===== config.mk =====
export PLATFORM = sky130hd
export DESIGN_NAME = lp_divider_arbiter
export DESIGN_NICKNAME = d
export VERILOG_FILES = /design/src/rtl/lp_divider_arbiter.sv
export SDC_FILE = /design/constraint.sdc
export NUM_CORES = 1
export LEC_CHECK = 0
export BUFFER_PORTS_ARGS = -buffer_cell sky130_fd_sc_hd__buf_2
export CORE_ASPECT_RATIO = 1.1
export CORE_UTILIZATION = 53
export CTS_BUF_LIST = sky130_fd_sc_hd__clkbuf_4 sky130_fd_sc_hd__clkbuf_8
export CTS_CLUSTER_SIZE = 14
export DETAILED_ROUTE_END_ITERATION = 16
export GPL_TIMING_DRIVEN = 0
export PLACE_DENSITY = 0.8
export SLEW_MARGIN = 20
export SYNTH_ARGS = -nofsm -noshare
export SYNTH_HDL_FRONTEND = slang
export SYNTH_SLANG_ARGS = --single-unit

===== constraint.sdc =====
create_clock -name clk_i -period 4.6 [get_ports clk_i]
set_input_delay 0.69 -clock clk_i [delete_from_list [all_inputs] [get_ports clk_i]]
set_output_delay 0.69 -clock clk_i [all_outputs]
set_load 0.005 [all_outputs]

===== src/rtl/lp_divider_arbiter.sv =====
// Round-robin front end that shares one pipelined low-pass divider among CH_NUM channels.
// Issuing channels are tracked in a tag FIFO so each quotient is routed back to its owner.
module lp_divider_arbiter #(
  parameter int CH_NUM      = 4,
  parameter int SUM_WIDTH   = 19,
  parameter int DATA_WIDTH  = 16,
  parameter int LP_DEPTH    = 8,
  parameter int DIV_LATENCY = 20,
  parameter int TAG_DEPTH   = 32
) (
  input  logic                           clk_i,
  input  logic                           rst_i,
  input  logic [CH_NUM-1:0]              req_vld_i,
  input  logic [CH_NUM*SUM_WIDTH-1:0]    req_sum_i,
  output logic [CH_NUM-1:0]              req_rdy_o,
  output logic                           div_tvalid_o,
  output logic [23:0]                    div_dividend_o,
  output logic [7:0]                     div_divisor_o,
  input  logic                           div_dout_tvalid_i,
  input  logic [31:0]                    div_dout_tdata_i,
  output logic [CH_NUM-1:0]              lp_vld_o,
  output logic [CH_NUM*DATA_WIDTH-1:0]   lp_data_o,
  output logic                           tag_err_o
);

  localparam int CH_W   = $clog2(CH_NUM);
  localparam int TAG_AW = $clog2(TAG_DEPTH);
  localparam int DRN_W  = $clog2(DIV_LATENCY + 2);
  localparam logic [DRN_W-1:0]  DRAIN_INIT = DRN_W'(DIV_LATENCY + 1);
  localparam logic [TAG_AW:0]   CNT_FULL   = (TAG_AW+1)'(TAG_DEPTH);
  localparam logic [CH_W:0]     CH_MOD     = (CH_W+1)'(CH_NUM);

  logic [CH_W-1:0]   r_ptr;
  logic [DRN_W-1:0]  r_drain;
  logic [CH_W-1:0]   r_tag_mem [TAG_DEPTH];
  logic [TAG_AW-1:0] r_wr_ptr;
  logic [TAG_AW-1:0] r_rd_ptr;
  logic [TAG_AW:0]   r_count;

  logic                 w_found;
  logic [CH_W-1:0]      w_gnt_idx;
  logic [CH_W:0]        w_sum_idx;
  logic [CH_W-1:0]      w_idx;
  logic                 w_allow;
  logic                 w_push;
  logic                 w_pop;
  logic                 w_err;
  logic                 w_drained;
  logic                 w_empty;
  logic                 w_full;
  logic [CH_W-1:0]      w_tag;
  logic [CH_W-1:0]      w_ptr_nxt;
  logic [SUM_WIDTH-1:0] w_gnt_sum;
  logic                 w_unused;

  assign div_divisor_o = 8'(LP_DEPTH);
  assign w_drained     = (r_drain == '0);
  assign w_empty       = (r_count == '0);
  assign w_full        = (r_count == CNT_FULL);
  assign w_tag         = r_tag_mem[r_rd_ptr];
  assign w_gnt_sum     = req_sum_i[w_gnt_idx*SUM_WIDTH +: SUM_WIDTH];
  assign w_ptr_nxt     = (w_gnt_idx == CH_W'(CH_NUM - 1)) ? '0 : w_gnt_idx + CH_W'(1);
  assign w_unused      = ^{div_dout_tdata_i[31:24], div_dout_tdata_i[7:0]};

  // First requester at or after the round-robin pointer wins.
  always_comb begin
    w_found   = 1'b0;
    w_gnt_idx = '0;
    w_sum_idx = '0;
    w_idx     = '0;
    for (int i = 0; i < CH_NUM; i++) begin
      w_sum_idx = {1'b0, r_ptr} + (CH_W+1)'(i);
      if (w_sum_idx >= CH_MOD) begin
        w_sum_idx = w_sum_idx - CH_MOD;
      end else begin
        w_sum_idx = w_sum_idx;
      end
      w_idx = w_sum_idx[CH_W-1:0];
      if (!w_found && req_vld_i[w_idx]) begin
        w_found   = 1'b1;
        w_gnt_idx = w_idx;
      end else begin
        w_found   = w_found;
      end
    end
  end

  // Fullness is judged before any same-cycle pop, so a full FIFO blocks the grant outright.
  always_comb begin
    w_allow = !rst_i && !w_full && w_drained;
    if (w_allow && w_found) begin
      req_rdy_o = CH_NUM'(1) << w_gnt_idx;
    end else begin
      req_rdy_o = '0;
    end
    w_push = w_allow && w_found;
    w_pop  = div_dout_tvalid_i && w_drained && !w_empty;
    w_err  = div_dout_tvalid_i && w_drained && w_empty;
  end

  // Tag storage holds the channel index of each issued dividend.
  always_ff @(posedge clk_i) begin
    if (w_push) begin
      r_tag_mem[r_wr_ptr] <= w_gnt_idx;
    end
  end

  // Control state, issue path and result routing.
  always_ff @(posedge clk_i) begin
    if (rst_i) begin
      r_ptr          <= '0;
      r_drain        <= DRAIN_INIT;
      r_wr_ptr       <= '0;
      r_rd_ptr       <= '0;
      r_count        <= '0;
      div_tvalid_o   <= 1'b0;
      div_dividend_o <= 24'd0;
      lp_vld_o       <= '0;
      lp_data_o      <= '0;
      tag_err_o      <= 1'b0;
    end else begin
      if (!w_drained) begin
        r_drain <= r_drain - DRN_W'(1);
      end
      div_tvalid_o <= w_push;
      if (w_push) begin
        r_ptr          <= w_ptr_nxt;
        r_wr_ptr       <= r_wr_ptr + TAG_AW'(1);
        div_dividend_o <= 24'(w_gnt_sum);
      end
      if (w_pop) begin
        r_rd_ptr <= r_rd_ptr + TAG_AW'(1);
      end
      case ({w_push, w_pop})
        2'b10:   r_count <= r_count + (TAG_AW+1)'(1);
        2'b01:   r_count <= r_count - (TAG_AW+1)'(1);
        default: r_count <= r_count;
      endcase
      lp_vld_o <= '0;
      if (w_pop) begin
        lp_vld_o[w_tag]                             <= 1'b1;
        lp_data_o[w_tag*DATA_WIDTH +: DATA_WIDTH]   <= div_dout_tdata_i[8 +: DATA_WIDTH];
      end
      if (w_err) begin
        tag_err_o <= 1'b1;
      end
    end
  end

endmodule


# Word-level counts from Yosys, hierarchy flattened
# Memory sizes are Yosys's and may differ from the RTL's. A register that Yosys moved wholly into a read port is not among the register bits.
# Cells that the tools add are included.
dict set report word_totals {
  regBits 112
  latchBits 0
  ram_bits 64
  mem_bits_ro 0
  inputBits 115
  out_inout_bits 106
  mem_count 1
}
dict set report op_classes {
  n_addsub 14
  mul 1
  div 0
  n_lt_le_gt_ge 10
  eq_ne 4
  n_shift 4
  n_mux 30
  n_bitwise 1
  reduce_logical 20
}
# memory depth width read_ports rd_clocked_by_memory_dff write_ports line_no
set memory_table {}
lappend memory_table {r_tag_mem 32 2 1 1 1 35} ;# logic [CH_W-1:0] r_tag_mem [TAG_DEPTH];
# op n
set ops {}
lappend ops {{76-bit by 8-bit variable part select with 19-bit output} 1}
lappend ops {{64-bit bitwise mux} 1}
lappend ops {{16-bit by 34-bit variable shift with 64-bit output (first input constant)} 1}
lappend ops {{16-bit by 34-bit variable part select with 64-bit output} 1}
lappend ops {{6-bit negation with 34-bit output} 1}
lappend ops {{2-bit 2-to-1 mux} 9}
lappend ops {{2-bit by 3-bit less-than comparator with 1-bit output (second input constant)} 5}
lappend ops {{6-bit one-hot mux with 2 select lines} 1}
lappend ops {{1-bit 2-to-1 mux} 11}
lappend ops {{5-bit by 1-bit adder with 5-bit output (second input constant)} 2}
lappend ops {{1-bit logical AND} 10}
lappend ops {{5-bit 2-to-1 mux} 2}
lappend ops {{3-bit greater-or-equal comparator (second input constant)} 3}
lappend ops {{1-bit binary-select mux with 2-bit select} 4}
lappend ops {{2-bit by 1-bit subtractor with 2-bit output (second input constant)} 4}
lappend ops {{2-bit by 5-bit multiplier with 7-bit output (second input constant)} 1}
lappend ops {{2-bit by 2-bit adder with 3-bit output (second input constant)} 2}
lappend ops {{6-bit by 1-bit adder with 6-bit output (second input constant)} 1}
lappend ops {{6-bit equality test (second input constant)} 1}
lappend ops {{1-bit logical NOT} 6}
lappend ops {{6-bit logical NOT} 1}
lappend ops {{6-bit by 1-bit subtractor with 6-bit output (second input constant)} 1}
lappend ops {{5-bit logical NOT} 1}
lappend ops {{5-bit by 1-bit subtractor with 5-bit output (second input constant)} 1}
lappend ops {{other kinds (12)} 13}

# Depth between registers and ports, before layout
dict set report depth {
  ltp_word 17
  mapped_depth 17
  mapped_depth_nobuf 14
}

# Least setup slack after synthesis
# OpenSTA, ideal clock, no wires.
dict set report synth_timing {
  path_kind {in2out}
  startpoint {in req_vld_i[0]}
  endpoint {out req_rdy_o[1]}
  arrival_ns 3.120
  required_ns 3.910
  path_slack_ns 0.790
  path_stages 6
  path_cell_list {a21oi_1 > nor3b_1 > nor3_1 > inv_1 > ha_1 > and3_1}
}
dict set report synth_via {
  elab_chain_len 14
  elab_cells_between_ends 25
}
# item line_no
set synth_rtl {}
lappend synth_rtl {{from (decl)} 13} ;# input logic [CH_NUM-1:0] req_vld_i,
lappend synth_rtl {{1-bit binary-select mux with 2-bit select} 79} ;# if (!w_found && req_vld_i[w_idx]) begin
lappend synth_rtl {{1-bit 2-to-1 mux (not written as such)} 79}
lappend synth_rtl {{1-bit 2-to-1 mux} 79}
lappend synth_rtl {{1-bit logical NOT} 79}
lappend synth_rtl {{1-bit logical AND} 79}
lappend synth_rtl {{1-bit 2-to-1 mux} 79}
lappend synth_rtl {{1-bit logical NOT} 79}
lappend synth_rtl {{1-bit logical AND} 79}
lappend synth_rtl {{1-bit 2-to-1 mux} 79}
lappend synth_rtl {{1-bit logical NOT} 79}
lappend synth_rtl {{1-bit logical AND} 79}
lappend synth_rtl {{2-bit 2-to-1 mux *} 79}
lappend synth_rtl {{named net w_gnt_idx[1]} 41} ;# logic [CH_W-1:0] w_gnt_idx;
lappend synth_rtl {{1-bit by 2-bit << shifter with 4-bit output *} 92} ;# req_rdy_o = CH_NUM'(1) << w_gnt_idx;
lappend synth_rtl {{4-bit 2-to-1 mux *} 91} ;# if (w_allow && w_found) begin
lappend synth_rtl {{to (decl)} 15} ;# output logic [CH_NUM-1:0] req_rdy_o,
# Mark *: on every way through the listed nets, which the timed path passes. The rest lies on a longest branch. The select of a mux whose other input is x is not followed.

==> impl_metrics.yaml <==
cts:
  post_cts_buffers: 0
  cts_hold_buf: 0
  cts-root-buf: "clkbuf_8"
  path_clk_slew_ns: 0.10
  insertion_delay_ns: 0.46
  cts_tree: "built"
  cts.sinks: 181
  h-tree-depth: 4
  ctsLongestPathBuffers: 2
  numCtsBuffers: 17
  ctsResizeCount: 0
timing:
  clock_skew_ns: 0.01647
  worst_slew_pin_slew_ns: 0.8284
  period_needed_ns: 4.192
  max_freq_ghz: 0.2385
  timing.final.crit_share_pct: 91.14
  finalMaxSlewViolations: 0
  rsz0062_at_grt: "false"
  slew_headroom_pct: 44.77
  final-hold-violation-count: 0
  setup_viol: 0
synth:
  synthCells: 784
  synth_ff_type: "dfxtp_1"
  synth_cell_types: 51
  synth_edf_count: 64
  yosys-top-cells-area: "dfxtp_1 29%, edfxtp_1 24%, mux2i_1 7.1%"
  yosysWarnings: 0
  synthesis.area_um2: 8167
  ys_ff_latch: 181
  async_reset_ff_share_pct: 0
  synth_top_area_cell: "dfxtp_1"
  synth.most_common_cell: "dfxtp_1"
  yosysSeqAreaShare_pct: 52.21
  avgSynthCellArea_um2: 10.42
  synth_common_cells: "117 x dfxtp_1, 82 x nand2_1, 66 x nand4_1"
  synth_top_area_share_pct: 28.68
die:
  die-area_um2: 15910
  die_width_um: 120.4
  core-area_um2: 15050
  ios: 221
  start_util_pct: 54.25
  rows: 47
  die_y_um: 132.2
placed_design:
  gp_congestion: 0.8882
  hpwl_mm: 14.52
  io_buffers: 190
  place_inst: 1184
global_route:
  grt_pass1_vias: 6414
  grtUsageTotal_pct: 25.50
  grt_remaining_overflow: 0
  grt_max_degree: 39
  antenna_found_initial: 0
  grt_pass1_wl_mm: 31.82
pwr:
  swShare_pct: 22.58
  pwr-share-seq_pct: 54.4
  p_switching_mw: 0.6902
  power.ir.vdd_worst_uv: 166.5
  intPower_mw: 2.366
  pwr-share-comb_pct: 5.5
  p_per_area_nw_per_um2: 308.8
  pwr-share-clk_pct: 40.1
  p_leak_nw: 3.972
worst_hold_path:
  hold_start: "lp_data_o[40]"
  hold_path.class: "reg -> reg"
setup_path:
  path_class: "reg -> reg"
  critical_path_peak_fanout: 10
  cp.arrival_ns: 4.59
  required_ns: 5.00
  crit_path_start_kind: "flip-flop"
  cp-end-kind: "flip-flop"
cells_and_area:
  fin_util_pct: 65.75
  diodes: 0
  areaGrowthSynthToFinish_pct: 21.20
  drive_above_1_share_pct: 27.16
  fin_cells: 1216
  fill_cells: 1258
  final_nets: 1144
detailed_routing:
  wl_mm: 20.03
  detail-route-antenna-nets: 0
  vias: 6883
  drc: 0
  avgViaCountPerCell: 5.660
  drt_pass1_iterations: 7
  drtIter0Drc: 546
  routedWlPerCell_um: 16.47
job:
  cap_violations: 0
outcome:
  status: "completed"
## power groups by stage
stage	sequential, mW	clock (mW)	combinational, mW
after floorplan	1.70	0	0.0865
after global placement	1.70	0	0.161
after detailed placement	1.70	0	0.168
after CTS	1.66	1.23	0.168
after global routing	1.67	1.29	0.184
final	1.66	1.22	0.169
## worst max-delay path, stage by stage, from the launching register on
cell	delay [ns]
dfxtp_1	0.38
buf_2	0.35
mux4_2	0.57
mux4_2	0.48
mux2i_1	0.51
inv_1	0.26
ha_1	0.28
buf_1	0.19
a21oi_1	0.51
clkbuf_1	0.41
nand2_1	0.11
o21ai_1	0.08
## layer usage
layer | share of wire (%) | vias up | GRT usage [%] | wire length (um)
met5 | 0 | - | 0 | 0
met4 | 1.8 | 0 | 8.162 | 362
met3 | 6.8 | 35 | 5.320 | 1355
met2 | 51 | 325 | 44.48 | 10230
met1 | 40 | 3241 | 31.34 | 8074
li1 | - | 3282 | - | -
## placed cells by master (no fill, tap or decap), types with 8 or more instances in the layout
cell | Yosys | routed
a21oi_1 | 22 | 22
buf_2 | 11 | 201
buf_4 | 18 | 20
clkbuf_1 | 39 | 38
clkbuf_8 | 0 | 18
conb_1 | 2 | 13
dfxtp_1 | 117 | 117
edfxtp_1 | 64 | 64
ha_1 | 22 | 22
inv_1 | 14 | 14
mux2i_1 | 58 | 58
mux4_2 | 10 | 10
nand2_1 | 82 | 82
nand3_1 | 8 | 8
nand3b_1 | 22 | 22
nand4_1 | 66 | 66
nor2_1 | 54 | 54
o21ai_0 | 39 | 39
o21ai_1 | 30 | 30
o221ai_1 | 19 | 19
xor2_1 | 9 | 9
## logic make-up after synthesis
kind of cell / Yosys count / synth area share [%]
simple gates: 281 / 17.82
flops: 181 / 52.21
compound gates: 130 / 10.13
buf+inv: 87 / 5.086
mux: 69 / 10.00
fa+ha+maj: 22 / 3.371
xor+xnor: 12 / 1.287
other cells: 2 / 0.09196
## path summary, 6_finish.rpt
kind | endpoint | cells past startpoint | slack (ns)
worst min register to register | lp_data_o[40] | 2 | 0.45
worst max register to register | lp_data_o[47] | 11 | 0.41
worst max-delay path | lp_data_o[47] | 11 | 0.41
worst min-delay path | lp_data_o[40] | 2 | 0.45
## through the flow
step	hold slack [ns]	setup TNS [ns]	power (mW)	worst slack [ns]	instance area (um^2)
after floorplan	0.4421	0	1.787	0.7896	8208
final	0.4505	0	3.057	0.4075	9898
after global routing	0.4747	0	3.142	0.07230	9898
after detailed placement	0.4370	0	1.868	0.4611	9445
after global placement	0.4294	-8.151	1.863	-0.8033	9404
after CTS	0.4540	0	3.063	0.4102	9898
## final cells by class
cell class | instances | area, um^2 | share of cell area, %
clock buffers | 20 | 262.8 | 2.655
multi-input cells | 527 | 3533 | 35.70
well taps | 196 | 245.2 | 2.478
repair buffers | 193 | 985.9 | 9.961
flip-flops and latches | 181 | 4264 | 43.08
inverters | 14 | 52.55 | 0.5309
plain buffers | 73 | 364.1 | 3.678
clock inverters | 12 | 190.2 | 1.921
## registers in the layout, indices dropped and copies added, names as in the netlist, named ones only
name,cells
div_dividend_o,19
div_tvalid_o,1
lp_data_o,64
lp_vld_o,4
r_count,6
r_drain,5
r_ptr,2
r_rd_ptr,5
r_tag_mem,64
r_wr_ptr,5
tag_err_o,1
Power figures use the tool's default switching activity.
